File: config.mk
export PLATFORM = sky130hd
export DESIGN_NAME = multdiv_seq
export DESIGN_NICKNAME = d
export VERILOG_FILES = /design/src/rtl/multdiv_seq.sv
export SDC_FILE = /design/constraint.sdc
export NUM_CORES = 1
export LEC_CHECK = 0
export ABC_AREA = 1
export CAP_MARGIN = 20
export CORE_MARGIN = 2
export CORE_UTILIZATION = 45
export CTS_CLUSTER_DIAMETER = 150
export DETAILED_ROUTE_END_ITERATION = 12
export HOLD_SLACK_MARGIN = 0.05
export PLACE_DENSITY = 0.79
export SYNTH_ARGS = -nofsm -noshare
export SYNTH_HDL_FRONTEND = slang
export SYNTH_SLANG_ARGS = --single-unit
File: constraint.sdc
create_clock -name clk -period 1.9 [get_ports clk]
set_input_delay 0.475 -clock clk [delete_from_list [all_inputs] [get_ports clk]]
set_output_delay 0.475 -clock clk [all_outputs]
set_load 0.02 [all_outputs]
File: src/rtl/multdiv_seq.sv
// ============================================================================
// Module   : multdiv_seq
// Brief    : Control sequencer for an iterative radix-2 32-bit multiply/divide
//            unit: start/step/done handshake, register strobes, exception flag.
// Revision : 1.0 - initial release
// ============================================================================
`default_nettype none

module multdiv_seq #(
    parameter int STEPS = 32,
    parameter int CNT_W = 6
) (
    input  logic             clk,
    input  logic             rst,
    input  logic             ctrl_mult,
    input  logic             ctrl_div,
    input  logic             divisor_zero,
    input  logic             mult_ovf,
    output logic             op_latch_en,
    output logic             acc_clr,
    output logic             step_en,
    output logic             is_div,
    output logic [CNT_W-1:0] step_idx,
    output logic             busy,
    output logic             result_ready,
    output logic             result_exception
);

    typedef enum logic [1:0] {
        S_IDLE = 2'd0,
        S_LOAD = 2'd1,
        S_RUN  = 2'd2,
        S_DONE = 2'd3
    } state_t;

    localparam logic [CNT_W-1:0] c_LAST_STEP = CNT_W'(STEPS - 1);
    localparam logic [CNT_W-1:0] c_STEP_ONE  = CNT_W'(1);

    state_t           r_state;
    logic             r_is_div;
    logic [CNT_W-1:0] r_step_idx;
    logic             r_exc;
    logic             w_start;

    // Both start pulses together is illegal and behaves as no start at all.
    assign w_start = ctrl_mult ^ ctrl_div;

    always_ff @(posedge clk or posedge rst) begin
        if (rst) begin
            r_state    <= S_IDLE;
            r_is_div   <= 1'b0;
            r_step_idx <= '0;
            r_exc      <= 1'b0;
        end else if (w_start) begin
            // A new start wins in every state, aborting any in-flight operation.
            r_state    <= S_LOAD;
            r_is_div   <= ctrl_div;
            r_step_idx <= '0;
            r_exc      <= 1'b0;
        end else begin
            case (r_state)
                S_LOAD: begin
                    if (r_is_div && divisor_zero) begin
                        r_state <= S_DONE;
                        r_exc   <= 1'b1;
                    end else begin
                        r_state    <= S_RUN;
                        r_step_idx <= '0;
                    end
                end
                S_RUN: begin
                    if (r_step_idx == c_LAST_STEP) begin
                        r_state    <= S_DONE;
                        r_step_idx <= '0;
                        if (!r_is_div) begin
                            r_exc <= mult_ovf;
                        end
                    end else begin
                        r_step_idx <= r_step_idx + c_STEP_ONE;
                    end
                end
                S_DONE:  r_state <= S_IDLE;
                default: r_state <= S_IDLE;
            endcase
        end
    end

    assign op_latch_en      = w_start;
    assign acc_clr          = (r_state == S_LOAD);
    assign step_en          = (r_state == S_RUN);
    assign busy             = (r_state == S_LOAD) || (r_state == S_RUN);
    assign result_ready     = (r_state == S_DONE);
    assign result_exception = (r_state == S_DONE) && r_exc;
    assign is_div           = r_is_div;
    assign step_idx         = r_step_idx;

endmodule

`default_nettype wire

==> impl_metrics.py <==
metrics = {
    "timing": {
        "worst_pin_slew_ns": 0.372,
        "setup-violations-final": 0,
        "fmax_ghz": 0.547,
        "skew_ns": 0.00608,
        "rsz0062_at_grt": "false",
        "drv_slew": 0,
        "fin_crit_ns": 1.83,
        "post-route-period-util": 0.962,
        "relSlewSlack": 0.752,
        "final_hold_viol_count": 0,
    },
    "critical_path": {
        "cp-start-kind": "flop",
        "worst_setup_path_end_kind": "primary output",
        "path_class": "flop to primary output",
        "crit_fanout": 4,
        "crit_required_ns": 1.42,
        "arrival_ns": 1.35,
    },
    "power": {
        "clockPowerShare": 0.197,
        "power_frac_seq": 0.295,
        "p_int_w": 0.000552,
        "power_density_nw_per_um2": 1050,
        "p_leak_nw": 0.481,
        "switching_share": 0.422,
        "peakVddDrop_uv": 511,
        "switchingPower_w": 0.000403,
        "p_comb_frac": 0.508,
    },
    "layout": {
        "fillerInstances": 136,
        "drive_gt1_frac": 0.183,
        "fin_area_um2": 911,
        "final_cell_count_no_fill": 135,
        "postLayoutCoreUtil": 0.675,
        "diodes": 0,
        "area_growth_pct": 34.8,
        "final_nets": 131,
    },
    "synthesis": {
        "synthesis.area_um2": 676,
        "ys_seq_elements": 10,
        "syn_inst": 95,
        "synth_common_cells": "27 x nand2_1, 16 x inv_1, 10 x dfrtp_1",
        "syn_avg_cell_area_um2": 7.11,
        "yosys.area.top_type_share": 0.370,
        "ys.flop_type": "dfrtp_1",
        "ys_seq_area_frac": 0.370,
        "synth_cell_types": 17,
        "synthesis.nets": 105,
        "yosysMostFrequentCell": "nand2_1",
        "synth_edf_count": 0,
        "ys_top_cells_by_area": "dfrtp_1 37%, nand2_1 15%, inv_1 8.9%, ha_1 7.4%, nand3_1 5.2%",
        "synth_top_area_cell": "dfrtp_1",
        "synthArstFlopShare": 1.00,
        "ys.warnings.count": 0,
    },
    "floorplanning": {
        "initial_core_util": 0.500,
        "io_pins": 19,
        "num_rows": 13,
        "die_h_um": 42.8,
        "die_w_um": 42.8,
        "coreArea_um2": 1350,
        "die-area_um2": 1830,
    },
    "global_route": {
        "grt_overflow": 0,
        "grt_pass1_vias": 572,
        "grt_first_pass_wirelength_um": 2440,
        "antenna_found_initial": 0,
        "grtUsageTotal": 0.175,
        "grt_start_max_net_pins": 14,
    },
    "drt": {
        "dr_total_vias": 629,
        "ant_nets": 0,
        "firstDrtPassIters": 4,
        "routedWlPerCell_um": 9.76,
        "totalWireLength_um": 1320,
        "vias_per_cell": 4.66,
        "drt_first_iter_violations": 7,
        "drc_errors": 0,
    },
    "flow_run": {
        "maxCapViolCount": 0,
    },
    "outcome": {
        "status": "finished clean",
    },
    "clock_network": {
        "h-tree-depth": 1,
        "clock_path_buffers": 2,
        "clkSinkCount": 10,
        "root_buffer": "clkbuf_4",
        "cts_tree": "built",
        "cts_buffers": 3,
        "cts_hold_buf": 0,
        "clk_pin_slew_ns": 0.07,
        "postCtsSetupRepairBufs": 0,
        "clock_latency_ns": 0.27,
    },
    "place": {
        "place_congestion": 0.715,
        "placed_cell_area_um2": 893,
        "hpwl_um": 1080,
        "dp_cells": 131,
        "port_buffers": 18,
    },
    "min_path": {
        "hold_path_class": "primary input to asynchronous set/reset pin",
    },
}
[power by group through the flow]
| stage | registers [W] | logic (W) | clock network (W) |
|---|---|---|---|
| 2_1_floorplan | 0.000295 | 0.000352 | 0 |
| 6_report | 0.000282 | 0.000485 | 0.000188 |
| 4_1_cts | 0.000282 | 0.000498 | 0.000196 |
| 5_1_grt | 0.000287 | 0.000552 | 0.000210 |
| 3_5_place_dp | 0.000286 | 0.000533 | 0 |
| 3_3_place_gp | 0.000285 | 0.000523 | 0 |
[routing by layer]
layer | global-route usage | up-vias | wire length (um)
met4 | 0.0375 | 0 | 6
li1 | - | 338 | -
met5 | 0 | - | 0
met1 | 0.217 | 274 | 597
met3 | 0.0851 | 2 | 80
met2 | 0.273 | 15 | 633
[placed cells by master (no fill, tap or decap), types with 2 or more instances in the layout]
master | synthesis | final
dfrtp_1 | 10 | 10
nand2_2 | 3 | 3
clkbuf_2 | 0 | 2
clkbuf_4 | 0 | 3
buf_4 | 0 | 4
nor2_2 | 2 | 2
dlygate4sd2_1 | 0 | 3
nand3_2 | 2 | 2
clkdlybuf4s50_1 | 0 | 12
nor2_1 | 7 | 7
o21ai_1 | 6 | 6
inv_1 | 16 | 16
ha_1 | 4 | 4
a21oi_1 | 4 | 4
nand3_1 | 7 | 7
nand2_1 | 27 | 27
nand2_4 | 2 | 2
[cell type report]
| type | instances | area, um^2 | share of cell area |
|---|---|---|---|
| multi-input combinational | 65 | 342 | 0.375 |
| tap | 15 | 18.8 | 0.0206 |
| clock buffer | 4 | 36.3 | 0.0398 |
| timing repair buffer | 22 | 191 | 0.210 |
| sequential | 10 | 250 | 0.275 |
| inverter | 19 | 72.6 | 0.0797 |
[through the flow]
| stage | hold WS [ns] | total power, W | worst slack (ns) | TNS (ns) |
|---|---|---|---|---|
| final | 0.477 | 0.000955 | 0.0729 | 0 |
| after global routing | 0.513 | 0.00105 | 0.00387 | 0 |
| after CTS | 0.485 | 0.000976 | 0.0334 | 0 |
| after detailed placement | 0.468 | 0.000819 | -0.333 | -0.333 |
| after global placement | 0.464 | 0.000808 | -0.272 | -0.272 |
| after floorplan | 0.315 | 0.000647 | 0.404 | 0 |
[cells by family (layout without fill, tap and decap cells)]
kind of cell | count (synthesis) | count (layout) | synth area share
buffers and inverters | 20 | 45 | 0.124
adders and majority gates | 4 | 4 | 0.0741
and+or+nand+nor | 51 | 51 | 0.357
AOI/OAI and AO/OA | 10 | 10 | 0.0741
DFF | 10 | 10 | 0.370
[sequential cells by signal, summed over array words and instances (netlist names)]
| register | cells |
|---|---|
| is_div | 1 |
| r_exc | 1 |
| r_state | 2 |
| step_idx | 6 |
[final timing paths]
kind / startpoint / end / slack [ns] / cells after the start
max in group asynchronous: rst / is_div / 1.15 / 2
min reg2reg: r_exc / r_exc / 0.49 / 2
min: rst / step_idx[1] / 0.48 / 2
max reg2reg: r_state[0] / step_idx[5] / 0.43 / 9
max: r_state[0] / acc_clr / 0.07 / 3
min in group clk: r_exc / r_exc / 0.49 / 2
[repair_timing]
action | in CTS | in global routing
setup endpoints to repair | 6 | 2
gates resized for setup | 9 | 4
pin swaps | 0 | 0
[critical path: stages (launching register included)]
cell and delay [ns]:
dfrtp_1 0.38, buf_4 0.14, ha_1 0.23, dlygate4sd2_1 0.33
Power figures use the tool's default switching activity.
